===== src/rtl/pb_debounce_pkg.sv =====
// pb_debounce_pkg
//   Constants and helpers shared by the multi-channel pushbutton debouncer.
//   DEF_SYNC_STAGES   : default synchroniser depth per channel.
//   DEF_STABLE_CYCLES : default number of agreeing sample ticks before a flip.
//   min_cnt_w()       : narrowest counter width able to hold a STABLE_CYCLES value.
package pb_debounce_pkg;

  localparam int DEF_SYNC_STAGES   = 2;
  localparam int DEF_STABLE_CYCLES = 500000;

  // Smallest w such that 2^w - 1 >= stable_cycles (never below 1 bit).
  function automatic int min_cnt_w(input int stable_cycles);
    int w;
    w = 1;
    while (((longint'(1) << w) - longint'(1)) < longint'(stable_cycles)) begin
      w = w + 1;
    end
    return w;
  endfunction

endpackage


===== src/rtl/pb_debounce_ch.sv =====
// pb_debounce_ch
//   One debounce channel: synchroniser, stability counter, debounced level
//   and registered one-cycle press/release pulses.
//   clk           : system clock, rising edge
//   clear         : asynchronous active-high reset of all channel state
//   sample_en     : counter advances only on cycles where this is high
//   inp_pb        : raw asynchronous pad input
//   out_pb        : debounced level (registered)
//   press_pulse   : one-cycle pulse when out_pb goes 0->1 (registered)
//   release_pulse : one-cycle pulse when out_pb goes 1->0 (registered)
//   flip_next     : combinational, high when the next edge will flip out_pb
module pb_debounce_ch
  import pb_debounce_pkg::*;
#(
  parameter int SYNC_STAGES   = DEF_SYNC_STAGES,
  parameter int CNT_W         = 20,
  parameter int STABLE_CYCLES = DEF_STABLE_CYCLES
) (
  input  logic clk,
  input  logic clear,
  input  logic sample_en,
  input  logic inp_pb,
  output logic out_pb,
  output logic press_pulse,
  output logic release_pulse,
  output logic flip_next
);

  localparam logic [CNT_W-1:0] CNT_LAST = CNT_W'(STABLE_CYCLES - 1);

  logic [SYNC_STAGES-1:0] sync_r;
  logic [CNT_W-1:0]       cnt_r;
  logic                   sync_s;
  logic                   flip_s;

  assign sync_s    = sync_r[SYNC_STAGES-1];
  assign flip_next = flip_s;

  // Synchroniser shift register; runs every clock independent of sample_en.
  always_ff @(posedge clk or posedge clear) begin
    if (clear) begin
      sync_r <= {SYNC_STAGES{1'b0}};
    end else begin
      sync_r <= {sync_r[SYNC_STAGES-2:0], inp_pb};
    end
  end

  // A flip happens on a sampled disagreement once the run has reached its last count.
  always_comb begin
    flip_s = 1'b0;
    if (sample_en && (sync_s != out_pb) && (cnt_r == CNT_LAST)) begin
      flip_s = 1'b1;
    end else begin
      flip_s = 1'b0;
    end
  end

  // Stability counter, debounced level and edge pulses.
  always_ff @(posedge clk or posedge clear) begin
    if (clear) begin
      cnt_r         <= {CNT_W{1'b0}};
      out_pb        <= 1'b0;
      press_pulse   <= 1'b0;
      release_pulse <= 1'b0;
    end else begin
      // Pulses last exactly one cycle unless a flip re-asserts them below.
      press_pulse   <= 1'b0;
      release_pulse <= 1'b0;
      if (sample_en) begin
        if (sync_s == out_pb) begin
          // Agreement breaks any disagreement run, so short glitches die here.
          cnt_r <= {CNT_W{1'b0}};
        end else if (flip_s) begin
          cnt_r         <= {CNT_W{1'b0}};
          out_pb        <= sync_s;
          press_pulse   <= sync_s;
          release_pulse <= ~sync_s;
        end else begin
          cnt_r <= cnt_r + {{(CNT_W-1){1'b0}}, 1'b1};
        end
      end else begin
        cnt_r <= cnt_r;
      end
    end
  end

endmodule


===== src/rtl/pb_debounce_multi.sv =====
// pb_debounce_multi
//   N_CH independent pushbutton debouncers with a shared sampling tick.
//   clk           : system clock, rising edge
//   clear         : asynchronous active-high reset of all state
//   sample_en     : sampling tick; tie high to count every clock
//   inp_pb        : raw asynchronous button inputs, one bit per channel
//   out_pb        : debounced levels
//   press_pulse   : one-cycle pulses on 0->1 of out_pb
//   release_pulse : one-cycle pulses on 1->0 of out_pb
//   any_event     : OR of all pulses, registered in the same cycle as them
module pb_debounce_multi
  import pb_debounce_pkg::*;
#(
  parameter int N_CH          = 4,
  parameter int SYNC_STAGES   = DEF_SYNC_STAGES,
  parameter int CNT_W         = 20,
  parameter int STABLE_CYCLES = DEF_STABLE_CYCLES
) (
  input  logic            clk,
  input  logic            clear,
  input  logic            sample_en,
  input  logic [N_CH-1:0] inp_pb,
  output logic [N_CH-1:0] out_pb,
  output logic [N_CH-1:0] press_pulse,
  output logic [N_CH-1:0] release_pulse,
  output logic            any_event
);

  // Reject illegal parameterisations at elaboration time.
  if ((STABLE_CYCLES < 1) ||
      (longint'(STABLE_CYCLES) > ((longint'(1) << CNT_W) - longint'(1)))) begin : g_bad_stable
    $error("pb_debounce_multi: STABLE_CYCLES out of range for CNT_W");
  end
  if (SYNC_STAGES < 2) begin : g_bad_sync
    $error("pb_debounce_multi: SYNC_STAGES must be at least 2");
  end

  logic [N_CH-1:0] flip_s;

  for (genvar i = 0; i < N_CH; i++) begin : g_ch
    pb_debounce_ch #(
      .SYNC_STAGES  (SYNC_STAGES),
      .CNT_W        (CNT_W),
      .STABLE_CYCLES(STABLE_CYCLES)
    ) u_ch (
      .clk          (clk),
      .clear        (clear),
      .sample_en    (sample_en),
      .inp_pb       (inp_pb[i]),
      .out_pb       (out_pb[i]),
      .press_pulse  (press_pulse[i]),
      .release_pulse(release_pulse[i]),
      .flip_next    (flip_s[i])
    );
  end

  // any_event is built from the channels' next-flip terms so it lands in the same cycle as the pulses.
  always_ff @(posedge clk or posedge clear) begin
    if (clear) begin
      any_event <= 1'b0;
    end else begin
      any_event <= |flip_s;
    end
  end

endmodule

===== config.mk =====
export PLATFORM = sky130hd
export DESIGN_NAME = pb_debounce_multi
export DESIGN_NICKNAME = d
export VERILOG_FILES = /design/src/rtl/pb_debounce_pkg.sv /design/src/rtl/pb_debounce_ch.sv /design/src/rtl/pb_debounce_multi.sv
export SDC_FILE = /design/constraint.sdc
export NUM_CORES = 1
export LEC_CHECK = 0
export ABC_AREA = 1
export CAP_MARGIN = 20
export CORE_MARGIN = 2
export CORE_UTILIZATION = 40
export DETAILED_ROUTE_END_ITERATION = 12
export HOLD_SLACK_MARGIN = 0.05
export SETUP_SLACK_MARGIN = 0.2
export SYNTH_ARGS = -nofsm -noshare
export SYNTH_HDL_FRONTEND = slang
export SYNTH_SLANG_ARGS = --single-unit

===== constraint.sdc =====
create_clock -name clk -period 5.7 [get_ports clk]
set_clock_uncertainty 0.1 [all_clocks]
set_input_delay 1.71 -clock clk [delete_from_list [all_inputs] [get_ports clk]]
set_output_delay 1.71 -clock clk [all_outputs]
set_load 0.02 [all_outputs]

==> results of run 1 <==
registers in the layout, summed over array words and instances (netlist names):
signal / cells
g_ch.u_ch.press_pulse: 4
g_ch.u_ch.sync_r: 8
g_ch.u_ch.cnt_r: 80
any_event: 1
g_ch.u_ch.release_pulse: 4
g_ch.u_ch.out_pb: 4
cells in the final DEF, fill, tap and decap left out:
master	netlist	final
clkdlybuf4s50_1	0	19
nand2_1	187	187
nand4_1	13	13
o22ai_1	16	16
ha_1	4	4
o21ai_0	13	13
nand3_1	67	67
a21oi_1	20	20
inv_4	0	1
nor2_2	20	20
inv_2	12	12
o22ai_2	1	1
clkbuf_16	0	9
o21ai_2	11	11
o41ai_1	1	1
nand3_2	11	11
nand2_4	1	1
nor3_1	4	4
dfrtp_1	101	101
inv_1	84	83
bufinv_16	0	2
nand2_2	23	23
buf_4	12	4
xor2_1	24	24
xnor2_1	10	10
clkinv_4	0	2
clkbuf_8	0	2
nor2_1	74	74
nor2_4	10	10
clkinv_1	1	1
o21bai_1	4	4
o21ai_1	23	23
clkinv_2	0	1
path summary, 6_finish.rpt:
path	endpoint	from	cells after the start
worst max-delay path	g_ch[3].u_ch.out_pb	sample_en	7
worst min-delay path	g_ch[3].u_ch.sync_r[1]	g_ch[3].u_ch.sync_r[0]	0
worst max register to register	g_ch[1].u_ch.cnt_r[18]	g_ch[1].u_ch.cnt_r[0]	8
worst min register to register	g_ch[3].u_ch.sync_r[1]	g_ch[3].u_ch.sync_r[0]	0
max in group asynchronous	g_ch[2].u_ch.cnt_r[14]	clear	3
min in group asynchronous	g_ch[3].u_ch.cnt_r[16]	clear	2
routing by layer:
layer,wire length [um],vias to the layer above
met1,5820,2263
met2,5870,94
met4,378,0
met3,613,24
li1,-,2425
met5,0,-
cells by family (layout without fill, tap and decap cells):
group,after synthesis,count (layout),share of synthesized area
buf+inv,126,136,0.0972
simple gates,410,410,0.326
fa+ha+maj,4,4,0.00849
xor+xnor,34,34,0.0505
flops,101,101,0.429
compound gates,89,89,0.0896
layout make-up:
cell class	count	area [um^2]
Clock inverter	5	82.6
Multi-Input combinational cell	537	2800
Sequential cell	101	2530
Fill cell	1434	8000
Tap cell	184	230
Inverter	97	367
Timing Repair Buffer	23	220
Clock buffer	11	253
worst max-delay path, stage by stage:
cell and delay (ps):
clkdlybuf4s50_1 450, buf_4 430, inv_2 410, nor2_2 310, nand4_1 270, nor2_1 210
a21oi_1 70
power by group:
group	total [mW]	internal (mW)	leakage, nW	switching [mW]
sequential	0.742	0.729	1.37	0.0127
clock	0.683	0.409	0.166	0.274
combinational	0.0717	0.0208	1.29	0.0509
per-stage QoR:
stage	cells	hold slack (ps)	power (mW)	worst slack [ps]	cell area, um^2
finish	958	249	1.50	1930	6470
global route	958	258	1.56	1780	6470
CTS	958	250	1.53	1950	6470
detailed placement	942	235	0.829	1590	6140
global placement	942	235	0.828	1670	6140
floorplan	764	231	0.809	1240	5900
==> metrics.log, run 1 <==
INFO  metric wirelength = approximately 13000 um
INFO  metric grt_first_pass_wirelength = 21900 um
INFO  metric setup_violations = 0
INFO  metric gr-usage-met2 = 0.275
INFO  metric cts_buffers = 9
INFO  metric synth_cell_types = 31
INFO  metric dr.pass1.iters = 5
INFO  metric cts-root-to-sink-buffers = 2
INFO  metric number_of_synthesized_flops_with_an_enable_pin = 0
INFO  metric number_of_antenna_violations_at_the_first_check_in_global_routing = 0
INFO  metric placed_wire_length_estimate = 8960 um
INFO  metric grt_max_degree = between 40 and 50
INFO  metric slew_violations = 0
INFO  metric yosys-top-cells-count = nand2_1, dfrtp_1, inv_1
INFO  metric yosysWarningCount = 0
INFO  metric yosys-top-cells-area = dfrtp_1, nand2_1, nand3_1, inv_1, nor2_1
INFO  metric run_status = completed
INFO  metric power.static_leakage = 2.83 nW
INFO  metric final.period_utilization = 0.661
INFO  metric placementRows = 44
INFO  metric tritoncts = built
INFO  metric cts.reportedPaths.clkPinSlew = 70 ps
INFO  metric crit_required = 5830 ps
INFO  metric number_of_post_cts_setup_repair_buffers = 0
INFO  metric diodes_inserted = 0
INFO  metric synthCells = 764
INFO  metric die_w = 125 um
INFO  metric cts_resized = 0
INFO  metric final_core_util = 0.447
INFO  metric cap_viol_max_count = 0
INFO  metric wl_per_cell = ~13 um
INFO  metric post-synth-top-area-fraction = 0.429
INFO  metric mappedNetlistArea = 5900 um^2
INFO  metric hold_class = flip-flop to flip-flop
INFO  metric sum_of_negative_setup_slack = 0 ps
INFO  metric total_clock_sinks = 101
INFO  metric power.density_cell_area = 231 nW/um^2
INFO  metric cts_max_level = 3
INFO  metric nNetsFinal = 780
INFO  metric place.port_buffers = 19
INFO  metric synth.net_count = 775
INFO  metric route.detailed.drc = 0
INFO  metric final_layout_size_suffix_gt1_frac = 0.142
INFO  metric die_h = roughly 130 um
INFO  metric worst_skew_pair.late_latency = 350 ps
INFO  metric endpoint_kind = flip-flop
INFO  metric busiest_layer = met2
INFO  metric post_drt_via_cell_ratio = 5.02
INFO  metric rsz_0062_raised_after_global_routing = no
INFO  metric most_used_flip_flop_cell_after_synthesis = dfrtp_1
INFO  metric remaining_overflow_grt = 0
INFO  metric hold_violations = 0
INFO  metric postCtsHoldBufs = 0
INFO  metric area.growth.synth_to_final = 9.83%
INFO  metric post-synth-top-count-cell = nand2_1
INFO  metric asyncSetResetFlopFracSynth = 1.00
INFO  metric initial_utilization = 0.407
INFO  metric groute.layer.met1.usage = 0.219
INFO  metric syn_area_per_cell = 7.72 um^2
INFO  metric gr-usage-met3 = 0.0488
INFO  metric worst_endpoint_data_arrival_time = around 3900 ps
INFO  metric ant_nets = 0
INFO  metric ctsRootBufferMaster = clkbuf_16
INFO  metric tightestPinTransition = 698 ps
INFO  metric vdd_drop_max = 0.140 mV
INFO  metric r2r_slack = 3790 ps
INFO  metric maximum_operating_frequency = 265 MHz
INFO  metric track_usage = 0.172
INFO  metric path_class = input pin to flip-flop
INFO  metric finalWeightedCongestion = 0.820
INFO  metric dr_iter_0_viols = roughly 310
INFO  metric io_pins = 20
INFO  metric yosys_register_bits = 101
INFO  metric synth_area_leader_cell = dfrtp_1
INFO  metric fin_crit = 3770 ps
INFO  metric setup.worst_path.start_class = input pin
INFO  metric design.die.area = 15700 um^2
INFO  metric fp.coreArea = between 10000 and 15000 um^2
INFO  metric slew_headroom = 0.533
INFO  metric routed-via-count = 4806
INFO  metric vias_in_the_first_global_route = around 4600
INFO  metric crit_fanout = 36
INFO  metric synth-seq-area-share = 0.429
Note: power is estimated with default switching activity, not from simulation.
==> inputs of run 2 (changes only) <==
clock period = 3.5 ns   (was 5.7 ns; I/O delays follow)
==> run 2 against run 1 <==
Effect of this change: hold slack improved by 4.7 ps; register-to-register slack worse by 2200 ps; global-route usage increased by 0.22 points; critical path type is now flip-flop to primary output; final cell count up 0.10%; flip-flop and latch count is the same; routed wire length grew 1.0%.
==> metrics.log, run 2 (synthesis results as in run 1) <==
INFO  metric post_drt_via_cell_ratio = 4.98
INFO  metric slew_violations = 0
INFO  metric setup.worst_path.start_class = flip-flop
INFO  metric cpPeakStageDelay = 630 ps
INFO  metric maximum_operating_frequency = 393 MHz
INFO  metric holdPathStages = 0
INFO  metric sum_of_negative_setup_slack = 0 ps
INFO  metric grt_first_pass_wirelength = 22400 um
INFO  metric hold_class = flip-flop to flip-flop
INFO  metric place.port_buffers = 19
INFO  metric setup_violations = 0
INFO  metric track_usage = 0.174
INFO  metric power.density_cell_area = ~360 nW/um^2
INFO  metric finalWeightedCongestion = 0.880
INFO  metric hold_slack = 253 ps
INFO  metric final_layout_size_suffix_gt1_frac = 0.143
INFO  metric cts_buffers = 9
INFO  metric nNetsFinal = 781
INFO  metric critPathSlowestCell = clkdlybuf4s50_1
INFO  metric remaining_overflow_grt = 0
INFO  metric cts.reportedPaths.clkPinSlew = around 70 ps
INFO  metric die_w = 125 um
INFO  metric wl_per_cell = about 13 um
INFO  metric timing.critical_path.cells = clkdlybuf4s50_1
INFO  metric critPathBufInv = 1
INFO  metric crit_required = 2350 ps
INFO  metric worst_skew_pair.late_latency = 360 ps
INFO  metric fin_crit = 2550 ps
INFO  metric timing.critical_path.depth = 1
INFO  metric multi_input_comb_area = 2800 um^2
INFO  metric grt_max_degree = just over 40
INFO  metric path_class = flip-flop to primary output
INFO  metric placementRows = 44
INFO  metric final.period_utilization = 0.727
INFO  metric rsz_0062_raised_after_global_routing = no
INFO  metric crit_fanout = 3
INFO  metric n_fill_cell = 1422
INFO  metric hold_violations = 0
INFO  metric max_flop_register = g_ch.u_ch.cnt_r
INFO  metric cts_resized = 0
INFO  metric tritoncts = built
INFO  metric endpoint_kind = primary output
INFO  metric dr.pass1.iters = 5
INFO  metric cts_max_level = 3
INFO  metric dr_iter_0_viols = 276
INFO  metric area.growth.synth_to_final = 9.83%
INFO  metric crit_family = buffers and inverters
INFO  metric most-common-layout-cells = nand2_1, dfrtp_1, inv_1, nor2_1, nand3_1
INFO  metric wirelength = 12800 um
INFO  metric diodes_inserted = 0
INFO  metric placed_wire_length_estimate = around 9100 um
INFO  metric ctsRootBufferMaster = clkbuf_16
INFO  metric io_pins = 20
INFO  metric number_of_post_cts_setup_repair_buffers = 0
INFO  metric slew_headroom = 0.533
INFO  metric vias_in_the_first_global_route = 4682
INFO  metric seq_area = 2530 um^2
INFO  metric die_h = between 100 and 150 um
INFO  metric vdd_drop_max = 0.310 mV
INFO  metric ant_nets = 0
INFO  metric design.die.area = 15700 um^2
INFO  metric fp.coreArea = 14500 um^2
INFO  metric postCtsHoldBufs = 0
INFO  metric initial_utilization = 0.407
INFO  metric routed-via-count = between 4000 and 5000
INFO  metric largest_register_ffs = 80
INFO  metric run_status = completed
INFO  metric reg2regPathDepth = 8
INFO  metric tightestPinTransition = between 600 and 700 ps
INFO  metric worst_endpoint_data_arrival_time = about 1400 ps
INFO  metric largestRegisters = g_ch.u_ch.cnt_r: 80 flops, g_ch.u_ch.sync_r: 8 flops
INFO  metric power.static_leakage = 2.81 nW
INFO  metric cap_viol_max_count = 0
INFO  metric cts-root-to-sink-buffers = 2
INFO  metric total_clock_sinks = 101
INFO  metric mostFrequentLayoutCell = nand2_1
INFO  metric design_power_total = between 2 and 2.5 mW
INFO  metric number_of_antenna_violations_at_the_first_check_in_global_routing = 0
INFO  metric route.detailed.drc = 0
-- run 2: through the flow --
step / cell area, um^2 / cells / setup slack, ps / util
global route: 6470 / 959 / 904 / 0.447
global placement: 6170 / 943 / 754 / 0.426
finish: 6470 / 959 / 954 / 0.447
floorplan: 5900 / 764 / 1150 / -
CTS: 6470 / 959 / 922 / 0.447
detailed placement: 6170 / 943 / 754 / 0.426
-- run 2: metal layers --
metal	up-vias	wire, um	GRT usage
met5	-	0	0
met4	0	217	0.0569
met3	19	348	0.0342
met2	67	6090	0.287
met1	2267	6150	0.230
li1	2422	-	-
-- run 2: report_power, final --
part	switching [mW]	internal, mW
logic	0.0857	0.0379
clock network	0.472	0.557
registers	0.0207	1.19
total	0.578	1.78
-- run 2: cell type report --
class / count / share of cell area
timing repair buffer: 24 / 0.0390
clock inverter: 7 / 0.0118
clock buffer: 9 / 0.0348
multi-input combinational: 537 / 0.432
tap: 184 / 0.0356
sequential: 101 / 0.390
inverter: 97 / 0.0568
-- run 2: worst reg2reg max path, cell delays in order (launching register included) --
cell and delay [ps]:
dfrtp_1 410, ha_1 250, nand2_2 130, nor2_4 70, nand3_2 90, nor2_4 50
nor2_4 530, nand2_2 100, a21oi_1 150
-- run 2: worst paths after layout --
path / slack, ps / start / end
max: 950 / g_ch[3].u_ch.out_pb / out_pb[3]
min: 250 / g_ch[1].u_ch.sync_r[0] / g_ch[1].u_ch.sync_r[1]
max reg2reg: 1550 / g_ch[1].u_ch.cnt_r[0] / g_ch[1].u_ch.cnt_r[16]
min reg2reg: 250 / g_ch[1].u_ch.sync_r[0] / g_ch[1].u_ch.sync_r[1]
max in group asynchronous: 1590 / clear / g_ch[0].u_ch.cnt_r[15]
min in group asynchronous: 1090 / clear / g_ch[2].u_ch.release_pulse
==> inputs of run 3 (changes only) <==
clock period = 2.5 ns   (was 3.5 ns; I/O delays follow)
==> run 3 against run 2 <==
Effect of this change: global-route usage down 0.38 points; flip-flop and latch count unchanged; largest cell class unchanged; critical path type unchanged; largest power group unchanged; non-clock buffer count increased by 7; highest routed layer unchanged.
==> metrics.log, run 3 (synthesis results as in run 1) <==
INFO  metric placed_wire_length_estimate = 8840 um
INFO  metric slew_violations = 0
INFO  metric cap_viol_max_count = 0
INFO  metric fin_crit = 2250 ps
INFO  metric fp.coreArea = 14500 um^2
INFO  metric maximum_operating_frequency = 445 MHz
INFO  metric hold_violations = 0
INFO  metric rsz_0062_raised_after_global_routing = no
INFO  metric n_fill_cell = 1427
INFO  metric power.density_cell_area = 505 nW/um^2
INFO  metric reg2regPathDepth = 9
INFO  metric cts-root-to-sink-buffers = 2
INFO  metric hold_class = flip-flop to flip-flop
INFO  metric max_flop_register = g_ch.u_ch.cnt_r
INFO  metric die_h = 125 um
INFO  metric path_class = flip-flop to primary output
INFO  metric ant_nets = 0
INFO  metric gr-usage-met2 = 0.276
INFO  metric crit_required = 1650 ps
INFO  metric mostFrequentLayoutCell = nand2_1
INFO  metric wirelength = 12500 um
INFO  metric track_usage = 0.170
INFO  metric timing.critical_path.depth = 1
INFO  metric tightestPinTransition = 573 ps
INFO  metric sum_of_negative_setup_slack = 0 ps
INFO  metric die_w = 125 um
INFO  metric slew_headroom = 0.618
INFO  metric pre_cts_slack = 61.9 ps
INFO  metric critical_path.reg2reg.startpoint = g_ch[3].u_ch.cnt_r[0]
INFO  metric timing.critical_path.from = g_ch[3].u_ch.out_pb
INFO  metric worst_skew_pair.late_latency = 350 ps
INFO  metric dr.pass1.iters = 7
INFO  metric largestRegisters = g_ch.u_ch.cnt_r: 80 flops, g_ch.u_ch.sync_r: 8 flops
INFO  metric routed-via-count = 4797
INFO  metric dpl.cell_count = between 900 and 1000
INFO  metric setup.worst_path.start_class = flip-flop
INFO  metric io_pins = 20
INFO  metric worst_path_setup_slack_after_routing = about 250 ps
INFO  metric worst_r2r_endpoint = g_ch[3].u_ch.cnt_r[6]
INFO  metric number_of_antenna_violations_at_the_first_check_in_global_routing = 0
INFO  metric most-common-layout-cells = nand2_1, dfrtp_1, inv_1, nor2_1, nand3_1
INFO  metric critPathBufInv = 1
INFO  metric number_of_post_cts_setup_repair_buffers = 0
INFO  metric timing.critical_path.cells = clkdlybuf4s50_1
INFO  metric endpoint_kind = primary output
INFO  metric finalNonFillerCells = ~970
INFO  metric nNetsFinal = 788
INFO  metric tritoncts = built
INFO  metric initial_utilization = 0.407
INFO  metric run_status = completed
INFO  metric dr_iter_0_viols = 293
INFO  metric vdd_drop_max = 0.336 mV
INFO  metric crit_fanout = 3
INFO  metric largest_register_ffs = 80
INFO  metric grt_first_pass_wirelength = approximately 22000 um
INFO  metric design.die.area = 15700 um^2
INFO  metric wl_per_cell = 12.9 um
INFO  metric worst_setup_path_endpoint = out_pb[3]
INFO  metric total_clock_sinks = 101
INFO  metric cts.reportedPaths.clkPinSlew = 70 ps
INFO  metric crit_family = buffers and inverters
INFO  metric cts_buffers = 9
INFO  metric critPathSlowestCell = clkdlybuf4s50_1
INFO  metric area.growth.synth_to_final = 11.0%
INFO  metric busiest_layer = met2
INFO  metric groute.layer.met1.usage = 0.231
INFO  metric r2r_slack = about 780 ps
INFO  metric setup_violations = 0
INFO  metric cts_max_level = 3
INFO  metric vias_in_the_first_global_route = 4700
INFO  metric worst_endpoint_data_arrival_time = 1400 ps
INFO  metric ctsRootBufferMaster = clkbuf_16
INFO  metric final_layout_size_suffix_gt1_frac = 0.150
INFO  metric route.detailed.drc = 0
INFO  metric final.period_utilization = 0.898
INFO  metric diodes_inserted = 0
INFO  metric placementRows = 44
INFO  metric place.port_buffers = 19
INFO  metric post_drt_via_cell_ratio = between 4 and 5
INFO  metric final_core_util = 0.452
INFO  metric power.static_leakage = 2.86 nW
INFO  metric cpPeakStageDelay = 630 ps
INFO  metric grt_max_degree = a little under 60
INFO  metric remaining_overflow_grt = 0
INFO  metric finalWeightedCongestion = around 0.81
INFO  metric hold_slack = 250 ps
INFO  metric gr-usage-met3 = 0.0227
run 3: changes by cell type in the layout (fill, tap and decap cells not counted):
cell	before	now
clkdlybuf4s50_1	19	18
clkinvlp_4	3	2
clkinv_4	3	0
dlymetal6s2s_1	0	1
buf_12	2	3
buf_4	3	9
clkbuf_8	0	2
clkinv_2	1	2
run 3: routing by layer:
layer | vias to the layer above | wire (um)
met5 | - | 0
met4 | 0 | 239
met1 | 2247 | 6100
li1 | 2442 | -
met2 | 91 | 5780
met3 | 17 | 344
run 3: stage by stage:
stage                     power (mW)  instance area [um^2]
final                           3.30                  6540
after global routing            3.43                  6540
after CTS                       3.35                  6540
after detailed placement        1.91                  6240
after global placement          1.90                  6240
after floorplan                 1.85                  5900
run 3: report_power, final:
part	internal (mW)	total [mW]	switching (mW)
registers	1.66	1.69	0.0283
clock network	0.822	1.43	0.611
logic	0.0608	0.180	0.119
total	2.55	3.30	0.759
run 3: timing repair:
item,in CTS,in global routing
endpoints found under the setup margin,0,1
hold endpoints to repair,0,0
gates resized for setup,0,1
hold buffers,0,0
run 3: how the worst min path moves through the flow:
stage | startpoint | end | slack (ps) | depth (start not counted)
4_1_cts | g_ch[3].u_ch.sync_r[0] | g_ch[3].u_ch.sync_r[1] | 250 | 0
3_5_place_dp | g_ch[3].u_ch.sync_r[0] | g_ch[3].u_ch.sync_r[1] | 230 | 0
2_1_floorplan | g_ch[0].u_ch.sync_r[0] | g_ch[0].u_ch.sync_r[1] | 230 | 0
3_3_place_gp | g_ch[0].u_ch.sync_r[0] | g_ch[0].u_ch.sync_r[1] | 230 | 0
5_1_grt | g_ch[3].u_ch.sync_r[0] | g_ch[3].u_ch.sync_r[1] | 270 | 0
6_report | g_ch[3].u_ch.sync_r[0] | g_ch[3].u_ch.sync_r[1] | 250 | 0
run 3: area by class of cell:
type / count / area [um^2] / share of cell area
clock buffer: 11 / 253 / 0.0386
clock inverter: 4 / 47.5 / 0.00727
inverter: 97 / 368 / 0.0562
multi-input combinational: 537 / 2800 / 0.427
sequential: 101 / 2530 / 0.386
tap: 184 / 230 / 0.0352
timing repair buffer: 31 / 320 / 0.0490
